$ cat config.mk
export PLATFORM = sky130hd
export DESIGN_NAME = mux4way_rr
export DESIGN_NICKNAME = d
export VERILOG_FILES = /design/src/rtl/mux4way_rr.sv
export SDC_FILE = /design/constraint.sdc
export NUM_CORES = 1
export LEC_CHECK = 0
export ABC_AREA = 1
export BUFFER_PORTS_ARGS = -buffer_cell sky130_fd_sc_hd__buf_4
export CAP_MARGIN = 10
export CELL_PAD_IN_SITES_DETAIL_PLACEMENT = 0
export CELL_PAD_IN_SITES_GLOBAL_PLACEMENT = 1
export CORE_MARGIN = 1
export CORE_UTILIZATION = 26
export DETAILED_ROUTE_END_ITERATION = 7
export GPL_ROUTABILITY_DRIVEN = 0
export GPL_TIMING_DRIVEN = 0
export PLACE_DENSITY_LB_ADDON = 0.1
export SETUP_SLACK_MARGIN = 0.02
export SLEW_MARGIN = 20
export SYNTH_ARGS = -nofsm -noshare
export SYNTH_HDL_FRONTEND = slang
export SYNTH_SLANG_ARGS = --single-unit
$ cat constraint.sdc
create_clock -name clk -period 2.1 [get_ports clk]
set_clock_uncertainty 0.15 [all_clocks]
set_input_delay 0.42 -clock clk [delete_from_list [all_inputs] [get_ports clk]]
set_output_delay 0.42 -clock clk [all_outputs]
set_load 0.03 [all_outputs]
$ cat src/rtl/mux4way_rr.sv
`default_nettype none
`timescale 1ns/1ps
// ============================================================================
//  Module   : mux4way_rr
//  Purpose  : Merges four valid/ready word streams (a, b, c, d) onto one
//             registered output stream. Each output word carries a 2-bit
//             source tag (00=a, 01=b, 10=c, 11=d). Arbitration is round-robin
//             by default.
//  Options  : MUX4WAY_FIXED_PRIO_EN
//             When defined, arbitration becomes fixed priority a>b>c>d and
//             the round-robin pointer is removed. Ports, latency and
//             handshake are the same in both builds.
//  Revision : 1.0  initial release
// ============================================================================
module mux4way_rr #(
   parameter int WIDTH = 16
) (
   input  logic             clk,
   input  logic             rst_n,
   // source a
   input  logic [WIDTH-1:0] in_a,
   input  logic             a_valid,
   output logic             a_ready,
   // source b
   input  logic [WIDTH-1:0] in_b,
   input  logic             b_valid,
   output logic             b_ready,
   // source c
   input  logic [WIDTH-1:0] in_c,
   input  logic             c_valid,
   output logic             c_ready,
   // source d
   input  logic [WIDTH-1:0] in_d,
   input  logic             d_valid,
   output logic             d_ready,
   // merged output stream
   output logic [WIDTH-1:0] out,
   output logic [1:0]       sel,
   output logic             out_valid,
   input  logic             out_ready
);

   localparam int c_num_src = 4;

   // ------------------------------------------------------------------------
   // Source bundling: index 0..3 corresponds to a..d, which is also the tag
   // value written to sel.
   // ------------------------------------------------------------------------
   logic [c_num_src-1:0] w_valid;
   logic [WIDTH-1:0]     w_data [c_num_src];
   logic [c_num_src-1:0] w_ready;

   assign w_valid   = {d_valid, c_valid, b_valid, a_valid};
   assign w_data[0] = in_a;
   assign w_data[1] = in_b;
   assign w_data[2] = in_c;
   assign w_data[3] = in_d;

   assign a_ready = w_ready[0];
   assign b_ready = w_ready[1];
   assign c_ready = w_ready[2];
   assign d_ready = w_ready[3];

   // ------------------------------------------------------------------------
   // Output stage registers
   // ------------------------------------------------------------------------
   logic [WIDTH-1:0] r_out;
   logic [1:0]       r_sel;
   logic             r_out_valid;

   assign out       = r_out;
   assign sel       = r_sel;
   assign out_valid = r_out_valid;

   // The stage can take a new word when it is empty or its current word is
   // leaving this cycle (drain and refill in the same edge, no bubble).
   logic w_load;
   assign w_load = ~r_out_valid | out_ready;

   // ------------------------------------------------------------------------
   // Search start point. Round-robin keeps a pointer to the source after the
   // last winner; fixed priority always starts at a.
   // ------------------------------------------------------------------------
   logic [1:0] w_start;

`ifdef MUX4WAY_FIXED_PRIO_EN
   assign w_start = 2'b00;
`else
   logic [1:0] r_ptr;
   assign w_start = r_ptr;
`endif

   // ------------------------------------------------------------------------
   // Grant search
   // ------------------------------------------------------------------------
   logic [1:0] w_gnt;
   logic       w_gnt_vld;

   // Pick the first valid source at or after w_start, wrapping 3 -> 0.
   // The loop walks offsets from far to near so the nearest valid source is
   // the last assignment and therefore wins.
   always_comb begin
      w_gnt_vld = 1'b0;
      w_gnt     = w_start;
      for (int i = c_num_src - 1; i >= 0; i--) begin
         if (w_valid[w_start + 2'(i)]) begin
            w_gnt_vld = 1'b1;
            w_gnt     = w_start + 2'(i);
         end
      end
   end

   // ------------------------------------------------------------------------
   // Ready generation. Readies are forced low while reset is asserted so a
   // source that happens to be selected during reset never sees a transfer.
   // ------------------------------------------------------------------------
   logic w_take;
   assign w_take = rst_n & w_load & w_gnt_vld;

   for (genvar gi = 0; gi < c_num_src; gi++) begin : g_ready
      localparam logic [1:0] c_idx = 2'(gi);
      assign w_ready[gi] = w_take & (w_gnt == c_idx);
   end

   // ------------------------------------------------------------------------
   // Output stage: capture the winning word and its tag, or empty the stage
   // when it drains with nothing to replace it. Holds under backpressure.
   // ------------------------------------------------------------------------
   always_ff @(posedge clk or negedge rst_n) begin
      if (!rst_n) begin
         r_out       <= '0;
         r_sel       <= 2'b00;
         r_out_valid <= 1'b0;
      end else if (w_load) begin
         if (w_gnt_vld) begin
            r_out       <= w_data[w_gnt];
            r_sel       <= w_gnt;
            r_out_valid <= 1'b1;
         end else begin
            r_out_valid <= 1'b0;
         end
      end
   end

`ifndef MUX4WAY_FIXED_PRIO_EN
   // Advance the round-robin pointer past each winner; it only moves when a
   // word is actually accepted, so waiting sources keep their position.
   always_ff @(posedge clk or negedge rst_n) begin
      if (!rst_n) begin
         r_ptr <= 2'b00;
      end else if (w_load && w_gnt_vld) begin
         r_ptr <= w_gnt + 2'b01;
      end
   end
`endif

endmodule
`default_nettype wire

======== Yosys cells after proc, flatten, opt, wreduce, memory -nomap -nowiden ========
Cells that the tools add are included.
operators by class
  add/subtract/negate cells ............... 4
  magnitude comparators ................... 5
  eq/ne operators ......................... 3
  multiplexer cells ....................... 20
  bitwise operators ....................... 9
  reduce and logical (&&, ||, !) cells .... 3
operators with widths
  cell                 number
  $bmux 16 s2          1
  $mux 16              2
  $lt 2x3->1 const B   4
  $mux 1               9
  $bmux 1 s2           4
  $mux 2               4
  $and 1x1->1          6
  $add 2x1->2 const B  2
  $add 2x2->2 const B  2
  $eq 2x2->1 const B   2
  $ge 3x3->1 const B   1
  $not 2->3            1
  $eq 2x1->1 const B   1
  $logic_not 2->1      1
  $reduce_and 2->1     1
  $logic_and 1x1->1    1
  $not 1->1            1
  $or 1x1->1           1
word-level totals
  register bits ........................... 21
  input bits .............................. 71
  output and inout port bits .............. 23
  word-level logic and storage cells ...... 48

======== Logic depth before layout (Yosys ltp) ========
Gate-level depths: netlist (run 1).
  depth in word-level cells ............... 11
  depth in mapped cells ................... 18
  mapped depth without buffers ............ 16

======== Worst setup path after synthesis (run 1) ========
Ideal clock, no wire load.
  path type ............................... reg2out
  from .................................... register r_ptr[0]
  to ...................................... output port a_ready
  arrival time ............................ 1998 ps
  required time ........................... 1530 ps
  slack ................................... -468 ps
  cell stages (with the launch flop) ...... 14
  path buffers ............................ 2
  cells stage by stage .................... dfrtp_1 > buf_6 > inv_6 > nand2_1 > nand2_2 > nand2_2 > nand2_2 > nand2_2 > nand2_4 > nand2_2 > nand2_4 > nand2_8 > buf_6 > nor3_1
on the way
  cells in the longest elaborated chain, start to end .. 9
ends and longest elaborated chain
  what                                            line      source
  start: declaration                              89        logic [1:0] r_ptr;
  start signal: assignment                        152       r_ptr <= w_gnt + 2'b01;
  $add 2x2->2                                     106, 108
  $bmux 1 s2                                      106       if (w_valid[w_start + 2'(i)]) begin
  $mux 1 (not written as such)                    106
  $mux 1 or $mux 2 (tied branches) (4 in series)  106
  $and 1x1->1 or $logic_not 2->1 (tied branches)  118, 122
  $and 1x1->1 *                                   122       assign w_ready[gi] = w_take & (w_gnt == c_idx);
  end: declaration                                23        output logic a_ready,
Every way passes the cells marked *; elsewhere a longest branch is shown, timed or not. The select of a mux whose other input is x is not followed.

======== Final worst setup path (run 1) ========
  from .................................... register r_ptr[0]
  to ...................................... output port d_ready
on the way
  cells in the longest elaborated chain, start to end .. 9
ends and longest elaborated chain
  what                                            line      source
  $add 2x2->2                                     106, 108
  $bmux 1 s2                                      106
  $mux 1 (not written as such)                    106
  $mux 2 or $mux 1 (tied branches) (4 in series)  106
  $eq 2x2->1 or $and 1x1->1 (tied branches)       122, 118
  $and 1x1->1 *                                   122
  end: declaration                                35        output logic d_ready,
Marked as above.

==> impl_metrics.yaml, run 1 <==
outcome:
  status: "finished, violations left"
  violations: "setup timing"
floorplanning:
  core_mm2: 0.00683
  die-area_mm2: 0.00746
  io_pins: 94
  rows: 30
  die_x_um: 86.4
  start_util: 0.271
  die_y_um: 86.4
critical_path:
  ff2ff_path_depth: 19
  slowest_delay_ps: 400
  cp-start-kind: "flip-flop"
  path_buf_inv: 4
  required_ps: 1530
  startpoint: "r_ptr[0]$_DFFE_PN0P_"
  cp.depth: 11
  crit_family: "buffers and inverters"
  rrSetupSlack_ps: -330
  worst_path_max_delay_cell: "dfrtp_1"
  r2r-end: "out[12]$_DFFE_PN0P_"
  path_class: "flip-flop to output port"
  cp_cell_sequence: "buf_2 -> o21ai_0 -> nand3_2 -> nand2_1 -> nand2_1 -> nand2_1 -> nand2_2 -> buf_6 -> buf_8 -> nor3_4 -> buf_6"
  r2r_start: "r_ptr[0]$_DFFE_PN0P_"
  crit_path_end_kind: "output port"
  path_common_cell: "nand2_1"
  crit_fanout: 5
  arrival_ps: 2000
route:
  drt_pre_antenna_iters: 4
  wl_per_cell_um: 11.9
  drc: 0
  routed_wl_mm: 6.37
  drtIter0Drc: 50
  avgViaCountPerCell: 4.20
  ant_nets: 0
  vias: 2244
grt:
  antenna_found_initial: 0
  grt_pass1_vias: 2065
  grtUsageTotal: 0.172
  grt_pass1_wl_mm: 10.0
  grt_max_degree: 22
  grt-ovfl-total: 0
power:
  p_leak_nw: 1.87
  p_per_area_mw_per_mm2: 2110
  vdd_drop_max_mv: 0.785
logic_synthesis:
  yosys_register_bits: 21
  synth_fp_nets: 392
  synthFlopType: "dfrtp_1"
  syn_inst: 321
  synth_top_area_frac: 0.318
  synth_most_common_cell: "nand2_1"
  synth-async-reset-ratio: 1.00
  ys_warn_count: 0
  synth_edf_count: 0
  yosysSeqAreaShare: 0.284
  ys_types: 21
  synth_area_leaders: "nand2_1 32%, dfrtp_1 28%, nand3_1 15%, inv_1 8.1%, buf_6 3.0%"
  synth_commonest_cells: "157 x nand2_1, 54 x nand3_1, 40 x inv_1"
  synth_top_cell_by_area: "nand2_1"
  synth.cell_area_mm2: 0.00185
  avgSynthCellArea_um2: 5.76
sta:
  max_clock_freq_ghz: 0.390
  setup_viol_count_final: 20
  finalHoldWorstSlack_ps: 283
  fin_crit_sh: 1.22
  hold_violations: 0
  min_period_ps: 2570
  worst_slack_ps: -466
  maxSlewViolCount: 0
  worst_pin_slew_ps: 990
  relSlewSlack: 0.338
  grt_setup_unrepaired: "yes"
final_layout:
  area_growth_pct: 69.5
  nets: 510
  antenna_cells: 0
  fin_util: 0.459
  drive_above_1_share: 0.406
clock_network:
  clk_pin_slew_ps: 70
  cts-buffers-inserted: 3
  clock_latency_ps: 250
  cts.sinks: 21
  htreeDepth: 1
  tritoncts: "yes"
  cts_buffer_depth: 2
  cts_root_buf: "clkbuf_8"
min_path:
  hold_path.class: "primary input to flip-flop"
  min_from: "out_ready"
  min_to: "out_valid$_DFFE_PN0N_"
  hold_depth: 4
placement:
  dpl.hpwl_mm: 4.70
  pre_cts_slack_ps: -360
  port_buffers: 93
job:
  drv_cap: 0
## metal layers
layer / up-vias / share of wire / GRT usage
met5: - / 0 / 0
met3: 2 / 0.042 / 0.0238
met2: 56 / 0.47 / 0.280
li1: 1199 / - / -
met4: 0 / 0.0058 / 0.0364
met1: 987 / 0.49 / 0.242
## placed cells by master (no fill, tap or decap), types with 3 or more instances in the layout
cell / Yosys / layout
buf_8: 0 / 3
buf_4: 1 / 103
inv_1: 40 / 40
nand2_1: 157 / 139
dfrtp_1: 21 / 20
buf_2: 7 / 3
buf_6: 5 / 14
nand2_4: 2 / 6
nand2_2: 6 / 20
nand3_1: 54 / 49
clkbuf_8: 0 / 3
inv_2: 6 / 3
nand3_2: 0 / 5
nor2_1: 8 / 6
## worst register-to-register path: stages, from the launching register on
cell       delay [ps]
dfrtp_1           400
buf_6             150
inv_8              80
nand2_2            60
nand3_2            80
nand2_2            60
inv_2              50
nand2_2            60
nand2_4            80
nand3_4           100
buf_6             140
buf_6             100
buf_6             110
buf_8             130
bufbuf_16         260
nand3_1            80
nand3_1            80
nand2_1            90
nand2_1            50
nand2_1            50
## cells by family (layout without fill, tap and decap cells)
logic type / after synthesis / after routing / synth area share
AND/OR/NAND/NOR: 231 / 231 / 0.539
buffers and inverters: 64 / 181 / 0.162
flip-flops: 21 / 21 / 0.284
AO/OA/AOI/OAI: 5 / 5 / 0.0156
## registers in the layout, indices dropped and copies added (netlist names)
| register | count |
|---|---|
| out_valid | 1 |
| out | 16 |
| r_ptr | 2 |
| sel | 2 |
## through the flow
stage	area (um^2)	std cells	TNS (ps)	total power [mW]
2_1_floorplan	1910	321	-399	4.10
3_3_place_gp	2730	510	-1200	5.32
3_5_place_dp	2730	510	-1320	5.33
4_1_cts	3030	528	-2880	6.36
5_1_grt	3140	534	-8820	7.25
6_report	3140	534	-5930	6.63
## worst max-delay path by stage
stage                     endpoint  slack, ps
after floorplan            a_ready       -120
after global placement     c_ready       -350
after detailed placement   c_ready       -360
after CTS                  a_ready       -440
after global routing       d_ready       -590
final                      d_ready       -470
## what timing repair did
item | in CTS | in global routing
gates cloned | 3 | 0
pin swaps | 13 | 5
hold buffers | 1 | 0
setup buffers | 10 | 7
endpoints found under the setup margin | 16 | 25
endpoints found under the hold margin | 21 | 0
gates resized for setup | 41 | 24
## report_power, final
group | leakage, nW | switching [mW] | internal (mW)
registers | 0.254 | 0.138 | 0.637
clock network | 0.0228 | 0.126 | 0.135
logic | 1.60 | 3.24 | 2.36
total | 1.87 | 3.50 | 3.13
## cell type report
type	count	area, um^2
plain buffers	17	180
well taps	96	120
multi-input cells	236	1160
fillers	783	3690
repair buffers	113	911
flip-flops and latches	21	527
inverters	47	196
clock buffers	4	45.0
(Power assumes the default switching activity.)
==> run 2, diff against run 1 <==
- BUFFER_PORTS_ARGS: -buffer_cell sky130_fd_sc_hd__buf_4 -> -buffer_cell sky130_fd_sc_hd__buf_2
==> impl_metrics.yaml, run 2 (same netlist as run 1, synthesis figures left out) <==
critical_path:
  cp-start-kind: "flip-flop"
  crit_fanout: 6
  worst_path_max_delay_cell: "dfrtp_1"
  cp_cell_sequence: "buf_6 -> inv_8 -> nand2_1 -> nand2_1 -> nand2_1 -> nand2_2 -> nand2_2 -> nand2_4 -> nand3_4 -> nand2_8 -> buf_12 -> inv_6 -> nor3_4 -> buf_6"
  arrival_ps: 1970
  path_common_cell: "nand2_1"
  path_class: "flip-flop to output port"
  required_ps: 1530
  slowest_delay_ps: 400
  crit_family: "simple AND/OR/NAND/NOR gates"
  path_buf_inv: 5
  crit_path_end_kind: "output port"
route:
  drt_pre_antenna_iters: 4
  ant_nets: 0
  vias: 2233
  wl_per_cell_um: 12.1
  routed_wl_mm: 6.45
  avgViaCountPerCell: 4.17
  drtIter0Drc: 52
  drc: 0
grt:
  grtUsageTotal: 0.170
  grt-ovfl-total: 0
  antenna_found_initial: 0
  grt_max_degree: 12
  grt_pass1_wl_mm: 9.83
  grt_pass1_vias: 2057
final_layout:
  fill_cells: 810
  antenna_cells: 0
  final_cell_mix: "135 x nand2_1, 92 x buf_2, 46 x nand3_1"
  drive_above_1_share: 0.424
  nets: 511
  fin_area_mm2: 0.00300
  largest_reg_flops: 16
  fin_util: 0.439
  final_common_cell: "nand2_1"
  area_growth_pct: 62.2
floorplanning:
  die_y_um: 86.4
  die-area_mm2: 0.00746
  start_util: 0.271
  io_pins: 94
  rows: 30
  core_mm2: 0.00683
  die_x_um: 86.4
placement:
  port_buffers: 93
  dpl.hpwl_mm: 4.61
  postPlaceCellArea_mm2: 0.00249
clock_network:
  clock_latency_ps: 260
  clk_pin_slew_ps: 80
  htreeDepth: 1
  cts_root_buf: "clkbuf_8"
  cts-buffers-inserted: 3
  tritoncts: "yes"
  cts_buffer_depth: 2
  cts.sinks: 21
sta:
  hold_violations: 0
  grt_setup_unrepaired: "yes"
  maxSlewViolCount: 0
  worst_pin_slew_ps: 538
  setup_viol_count_final: 20
  max_clock_freq_ghz: 0.394
  relSlewSlack: 0.640
  finalHoldWorstSlack_ps: 281
  worst_slack_ps: -438
  min_period_ps: 2540
  fin_crit_sh: 1.21
outcome:
  status: "finished, violations left"
  violations: "setup timing"
min_path:
  hold_path.class: "primary input to flip-flop"
job:
  drv_cap: 0
==> run 2: cell types whose count changed in the layout (fill, tap and decap cells not counted), sizes merged <==
cell	delta
buf	-1
bufbuf	-1
clkbuf	+2
dlygate4sd3	+1
==> run 2: final cells by class <==
cell class	count	area, um^2	share of cell area
tap	96	120	0.0400
clock buffer	4	45.0	0.0150
buffer	17	195	0.0650
sequential	21	527	0.175
inverter	47	194	0.0646
timing repair buffer	114	701	0.233
multi-input combinational	236	1220	0.406
==> run 2: stage by stage <==
stage | worst slack (ps) | std cells | setup TNS [ps]
2_1_floorplan | -115 | 321 | -399
3_3_place_gp | -388 | 510 | -1350
3_5_place_dp | -366 | 510 | -1340
6_report | -438 | 535 | -2370
5_1_grt | -557 | 535 | -4930
4_1_cts | -411 | 526 | -1680
==> run 2: worst register-to-register path: stages (launching register included) <==
cell	delay [ps]
dfrtp_1	400
buf_6	150
inv_8	80
nand2_4	50
nand2_4	70
nand2_4	60
nand3_2	50
nand2_1	50
nand2_1	50
nand2_1	60
nand2_2	110
inv_4	70
buf_12	140
buf_4	130
buf_6	110
buf_6	120
nand2_1	60
nand2_1	70
nand2_1	70
nand2_1	50
==> run 2: final timing paths <==
path / from / depth (start not counted) / endpoint / slack (ps)
max in group asynchronous: rst_n / 2 / r_ptr[1]$_DFFE_PN0P_ / 830
min: out_ready / 4 / out_valid$_DFFE_PN0N_ / 280
min in group asynchronous: rst_n / 2 / sel[0]$_DFFE_PN0P_ / 590
max: r_ptr[0]$_DFFE_PN0P_ / 14 / d_ready / -440
min reg2reg: out[8]$_DFFE_PN0P_ / 2 / out[8]$_DFFE_PN0P_ / 320
max reg2reg: r_ptr[0]$_DFFE_PN0P_ / 19 / out[7]$_DFFE_PN0P_ / -110
==> run 2: per-layer routing <==
layer | vias up | wire length, um | GRT usage
li1 | 1206 | - | -
met1 | 971 | 3120 | 0.236
met2 | 54 | 3030 | 0.284
met3 | 2 | 256 | 0.0200
met4 | 0 | 38 | 0.0364
met5 | - | 0 | 0
==> run 2: timing repair <==
action | 4_1_cts | 5_1_grt
hold buffers | 2 | 0
endpoints found under the setup margin | 13 | 24
endpoints found under the hold margin | 11 | 0
cloned | 1 | 2
setup buffers | 9 | 7
gates resized for setup | 30 | 51
pin swaps | 5 | 13
Power of run 2 is left out: the tool's default activity adds up to more than one toggle a clock period on the data nets, which glitch-free logic cannot reach.
